$ cat src/rtl/frac_mult_pkg.sv
// Shared types and helpers for the iterative significand multiplier.
// Optional FRAC_MULT_STICKY_EN adds the dropped-bit OR reduction helper.
package frac_mult_pkg;

    typedef enum logic [1:0] {
        IDLE = 2'd0,
        RUN  = 2'd1,
        DONE = 2'd2
    } state_e;

    // Widest significand the window helpers handle (double precision fits).
    localparam int unsigned MAX_W = 64;
    localparam int unsigned PMAX  = 2 * MAX_W;

    typedef struct packed {
        logic [MAX_W-1:0] frac;
        logic             carry;
    } norm_t;

    function automatic int unsigned cnt_width(input int unsigned w);
        return $clog2(w + 1);
    endfunction

    // Pick the W-bit significand window from a 2W-bit product.
    function automatic norm_t norm_window(input logic [PMAX-1:0] p, input int unsigned w);
        norm_t           r;
        logic [PMAX-1:0] q;
        r.carry = p[2*w-1];
        q       = r.carry ? (p >> w) : (p >> (w - 1));
        r.frac  = q[MAX_W-1:0];
        return r;
    endfunction

`ifdef FRAC_MULT_STICKY_EN
    // OR of the product bits that fall below the selected window.
    function automatic logic drop_or(input logic [PMAX-1:0] p, input int unsigned w);
        logic [PMAX-1:0] mask;
        int unsigned     sh;
        sh   = p[2*w-1] ? w : (w - 1);
        mask = (PMAX'(1) << sh) - PMAX'(1);
        return |(p & mask);
    endfunction
`endif

endpackage

$ cat src/rtl/adder_nbit.sv
// N-bit ripple-carry adder with carry in/out.
module adder_nbit #(
    parameter int unsigned N = 8
) (
    input  logic [N-1:0] a,
    input  logic [N-1:0] b,
    input  logic         cin,
    output logic [N-1:0] sum,
    output logic         cout
);

    always_comb begin
        logic c;
        sum = '0;
        c   = cin;
        for (int i = 0; i < int'(N); i++) begin
            sum[i] = a[i] ^ b[i] ^ c;
            c      = (a[i] & b[i]) | (c & (a[i] ^ b[i]));
        end
        cout = c;
    end

endmodule

$ cat src/rtl/seq_frac_mult.sv
// Iterative MSB-first shift-add significand multiplier with start/busy/done handshake.
// Define FRAC_MULT_STICKY_EN to produce the sticky (dropped-bit OR) output.
module seq_frac_mult
    import frac_mult_pkg::*;
#(
    parameter int unsigned WIDTH = 24
) (
    input  logic             CLK,
    input  logic             RST,
    input  logic             start,
    input  logic [WIDTH-1:0] A,
    input  logic [WIDTH-1:0] B,
    output logic             busy,
    output logic             done,
    output logic [WIDTH-1:0] frac,
    output logic             carry,
    output logic             sticky
);

    localparam int unsigned PW    = 2 * WIDTH;
    localparam int unsigned CNT_W = cnt_width(WIDTH);

    state_e             state_q, state_d;
    logic [WIDTH-1:0]   a_q, a_d;
    logic [WIDTH-1:0]   b_q, b_d;
    logic [PW-1:0]      acc_q, acc_d;
    logic [CNT_W-1:0]   cnt_q, cnt_d;
    logic               busy_q, busy_d;
    logic               done_q, done_d;
    logic [WIDTH-1:0]   frac_q, frac_d;
    logic               carry_q, carry_d;

    logic [PW-1:0]      acc_shl;
    logic [PW-1:0]      addend;
    logic [PW-1:0]      acc_sum;
    logic [CNT_W-1:0]   cnt_dec;
    logic               acc_cout_unused;
    logic               cnt_cout_unused;
    norm_t              win;

    assign acc_shl = PW'(acc_q << 1);
    assign addend  = a_q[WIDTH-1] ? {{WIDTH{1'b0}}, b_q} : '0;

    adder_nbit #(.N(PW)) u_acc_add (
        .a    (acc_shl),
        .b    (addend),
        .cin  (1'b0),
        .sum  (acc_sum),
        .cout (acc_cout_unused)
    );

    // Decrement as cnt + all-ones.
    adder_nbit #(.N(CNT_W)) u_cnt_dec (
        .a    (cnt_q),
        .b    ({CNT_W{1'b1}}),
        .cin  (1'b0),
        .sum  (cnt_dec),
        .cout (cnt_cout_unused)
    );

    assign win = norm_window(PMAX'(acc_sum), WIDTH);

`ifdef FRAC_MULT_STICKY_EN
    logic sticky_q, sticky_d;
    logic drop_any;
    assign drop_any = drop_or(PMAX'(acc_sum), WIDTH);
`endif

    always_comb begin
        state_d = state_q;
        a_d     = a_q;
        b_d     = b_q;
        acc_d   = acc_q;
        cnt_d   = cnt_q;
        busy_d  = busy_q;
        done_d  = done_q;
        frac_d  = frac_q;
        carry_d = carry_q;
`ifdef FRAC_MULT_STICKY_EN
        sticky_d = sticky_q;
`endif
        case (state_q)
            IDLE, DONE: begin
                if (start) begin
                    a_d     = A;
                    b_d     = B;
                    acc_d   = '0;
                    cnt_d   = CNT_W'(WIDTH);
                    busy_d  = 1'b1;
                    done_d  = 1'b0;
                    state_d = RUN;
                end
            end
            RUN: begin
                acc_d = acc_sum;
                a_d   = WIDTH'(a_q << 1);
                cnt_d = cnt_dec;
                // Last step: latch the normalised window of the final sum.
                if (cnt_dec == '0) begin
                    state_d = DONE;
                    busy_d  = 1'b0;
                    done_d  = 1'b1;
                    frac_d  = WIDTH'(win.frac);
                    carry_d = win.carry;
`ifdef FRAC_MULT_STICKY_EN
                    sticky_d = drop_any;
`endif
                end
            end
            default: state_d = IDLE;
        endcase
    end

    always_ff @(posedge CLK or negedge RST) begin
        if (!RST) begin
            state_q <= IDLE;
            a_q     <= '0;
            b_q     <= '0;
            acc_q   <= '0;
            cnt_q   <= '0;
            busy_q  <= 1'b0;
            done_q  <= 1'b0;
            frac_q  <= '0;
            carry_q <= 1'b0;
        end else begin
            state_q <= state_d;
            a_q     <= a_d;
            b_q     <= b_d;
            acc_q   <= acc_d;
            cnt_q   <= cnt_d;
            busy_q  <= busy_d;
            done_q  <= done_d;
            frac_q  <= frac_d;
            carry_q <= carry_d;
        end
    end

`ifdef FRAC_MULT_STICKY_EN
    always_ff @(posedge CLK or negedge RST) begin
        if (!RST) sticky_q <= 1'b0;
        else      sticky_q <= sticky_d;
    end
    assign sticky = sticky_q;
`else
    assign sticky = 1'b0;
`endif

    assign busy  = busy_q;
    assign done  = done_q;
    assign frac  = frac_q;
    assign carry = carry_q;

endmodule

$ cat config.mk
export PLATFORM = sky130hd
export DESIGN_NAME = seq_frac_mult
export DESIGN_NICKNAME = d
export VERILOG_FILES = /design/src/rtl/frac_mult_pkg.sv /design/src/rtl/adder_nbit.sv /design/src/rtl/seq_frac_mult.sv
export SDC_FILE = /design/constraint.sdc
export NUM_CORES = 1
export LEC_CHECK = 0
export BUFFER_PORTS_ARGS = -buffer_cell sky130_fd_sc_hd__buf_4
export CORE_MARGIN = 4
export CORE_UTILIZATION = 59
export CTS_CLUSTER_DIAMETER = 50
export DETAILED_ROUTE_END_ITERATION = 12
export GPL_TIMING_DRIVEN = 1
export PLACE_DENSITY = 0.85
export SLEW_MARGIN = 15
export SYNTH_ARGS = -nofsm -noshare
export SYNTH_HDL_FRONTEND = slang
export SYNTH_SLANG_ARGS = --single-unit
$ cat constraint.sdc
create_clock -name CLK -period 30.3 [get_ports CLK]
set_input_delay 1.515 -clock CLK [delete_from_list [all_inputs] [get_ports CLK]]
set_output_delay 1.515 -clock CLK [all_outputs]
set_load 0.1 [all_outputs]
==> results_dict.tcl <==
set metrics [dict create \
    post_cts_resized 0 \
    grt_max_degree 76 \
    grt_pass1_vias 4465 \
    met3_length_um 618 \
    grt_usage_pct 23.0 \
    io_buffers 77 \
    wl_um 12800 \
    synth-edff-count 0 \
    synth-main-ff-cell "dfrtp_1" \
    drt_iter0_drc 289 \
    viasPerCell 5.67 \
    syn-instance-count 531 \
    die_area_um2 12100 \
    fp.dieH_um 110 \
    drt-met1-wl_um 5300 \
    start_util_pct 61.7 \
    cap_violations 0 \
    rsz0062_at_grt "false" \
    relSlewSlack_pct 30.5 \
    dpl-instance-area_um2 6770 \
    clock-skew-final_ns 0.00970 \
    top_layer "met4" \
    cts.path.max_buffers 2 \
    fin_crit_ns 14.76 \
    synth_area_leader_cell "dfrtp_1" \
    syn_avg_cell_area_um2 11.6 \
    post_synth_num_cell_types 33 \
    wl_met2_um 6530 \
    clk_latency_ns 0.52 \
    wl_per_cell_um 17.2 \
    crit_start "a_q[23]" \
    cts.sinks 129 \
    cp_top_family "adder cells" \
    cts_root_buf "clkbuf_8" \
    dp_hpwl_um 8070 \
    hold_path_class "reg -> reg" \
    yosysMostFrequentCell "dfrtp_1" \
    r2r-start "a_q[23]" \
    post-cts-setup-buffer-count 0 \
    critPathSlowestCell "dfrtp_1" \
    postCtsHoldBufs 0 \
    crit_path_max_incr_delay_ns 0.83 \
    num_io_pins 79 \
    cp.arrival_ns 15.17 \
    cts_tree "yes" \
    synth_common_cells "dfrtp_1 (129), nand2_1 (94), mux2_2 (45)" \
    cts.clk_slew.worst_paths_ns 0.06 \
    ir_worst_vdd_uv 92.9 \
    synth_top_area_share_pct 52.6 \
    layout-drive-gt1-share_pct 27.1 \
    setup_slack_ns 15.54 \
    worst_setup_path_end_kind "flop" \
    final_nets 696 \
    drt.antenna.violating_nets 0 \
    htreeDepth 4 \
    areaGrowthSynthToFinish_pct 20.8 \
    coreArea_um2 9950 \
    crit_end "frac[8]" \
    drv_slew 0 \
    report.final.hold_viol_count 0 \
    setup_viol 0 \
    dr.pass1.iters 5 \
    path_common_cell "ha_1" \
    numCtsBuffers 17 \
    worst-path-buf-inv 2 \
    grt_first_pass_wirelength_um 21300 \
    setup_tns_ns 0 \
    dp_worst_setup_slack_ns 15.38 \
    critPathMaxFanout 25 \
    die_w_um 110 \
    antenna_cells 0 \
    rr_worst_depth 52 \
    ys_async_sr_fraction_pct 100 \
    power_density_nw_per_um2 124 \
    crit_cells 52 \
    crit_type "reg -> reg" \
    ys_ff_latch 129 \
    period_share_pct 48.7 \
    max_freq_ghz 0.0677 \
    row_count 36 \
    leakage_nw 3.53 \
    r2r_slack_ns 15.54 \
    yosys_warnings 0 \
    netlist_top_cells_area "dfrtp_1 (53%), mux2_2 (8.3%), fa_1 (7.2%)" \
    fin_area_um2 7420 \
    finalPower_uw 924 \
    required_ns 30.70 \
    synth_area_um2 6140 \
    start_kind "flop" \
    syn-num-nets 632 \
    r2r-end "frac[8]" \
    ys_seq_area_share_pct 52.6 \
    drc 0 \
    dr_total_vias 4199 \
    outcome "finished clean" \
    worstMarginPinSlew_ns 1.04 \
    overflow 0 \
    gp_congestion 0.777 \
    antenna_found_initial 0 \
]
==> area by class of cell <==
cell class | count | area (um^2)
clock buffer | 22 | 463
sequential | 129 | 3230
fill | 622 | 2530
tap | 133 | 166
clock inverter | 10 | 156
timing repair buffer | 82 | 628
inverter | 29 | 109
multi-input combinational | 336 | 2670
==> cell usage in the layout, fill, tap and decap left out, types with 2 or more instances in the layout <==
cell | synthesis | routed
dfrtp_1 | 129 | 129
nand2_1 | 94 | 94
buf_4 | 1 | 81
mux2_2 | 45 | 45
inv_1 | 29 | 29
ha_1 | 28 | 28
nor2_1 | 28 | 27
a22o_1 | 26 | 26
o2bb2ai_1 | 23 | 23
o22ai_1 | 23 | 23
nor3_1 | 23 | 23
fa_1 | 22 | 22
clkbuf_16 | 0 | 16
clkbuf_8 | 0 | 4
clkinv_2 | 0 | 4
bufinv_16 | 0 | 4
o21ai_0 | 3 | 3
and2_1 | 2 | 2
nor2b_4 | 0 | 2
nand2b_2 | 0 | 2
nand3_1 | 2 | 2
mux2_1 | 2 | 2
clkbuf_1 | 24 | 2
==> sequential cells by signal, summed over array words and instances (netlist names) <==
signal   count
b_q         24
acc_q       47
frac        24
done         1
state_q      2
busy         1
a_q         24
cnt_q        5
carry        1
==> how the worst min path moves through the flow <==
stage | slack, ns | end | startpoint | cells after the start
2_1_floorplan | 0.44 | b_q[1] | b_q[1] | 2
3_3_place_gp | 0.46 | b_q[1] | b_q[1] | 2
3_5_place_dp | 0.46 | b_q[21] | b_q[21] | 2
4_1_cts | 0.48 | b_q[21] | b_q[21] | 2
5_1_grt | 0.50 | b_q[20] | b_q[20] | 2
6_report | 0.48 | b_q[21] | b_q[21] | 2
==> routing by layer <==
layer | global-route usage, % | vias to the layer above
li1 | - | 1942
met1 | 28.7 | 2106
met2 | 38.0 | 121
met3 | 6.35 | 30
met4 | 9.71 | 0
met5 | 0 | -
==> cells by family (layout without fill, tap and decap cells) <==
group,count (synthesis),in the layout,share of synthesized area [%]
simple gates,156,156,10.6
flops,129,129,52.6
compound gates,79,79,10.1
buf+inv,66,143,4.62
fa+ha+maj,50,50,12.9
mux,48,48,8.78
xor+xnor,2,2,0.408
other cells,1,1,0.0611
==> metrics by stage <==
stage | hold WS, ns | instances | util (%)
finish | 0.478 | 741 | 74.5
global route | 0.500 | 741 | 74.5
CTS | 0.479 | 740 | 74.2
detailed placement | 0.464 | 708 | 68.0
global placement | 0.459 | 708 | 68.0
floorplan | 0.438 | 531 | -
==> worst min-delay path, stage by stage, from the launching register on <==
cell and delay (ns):
dfrtp_1 0.34, nand2_1 0.05, nand2_1 0.06
==> where the power goes <==
group | switching (mW) | internal (mW) | leakage [nW]
logic | 0.259 | 0.149 | 1.66
clock network | 0.0731 | 0.140 | 0.305
registers | 0.0515 | 0.251 | 1.56
Power figures use the tool's default switching activity.
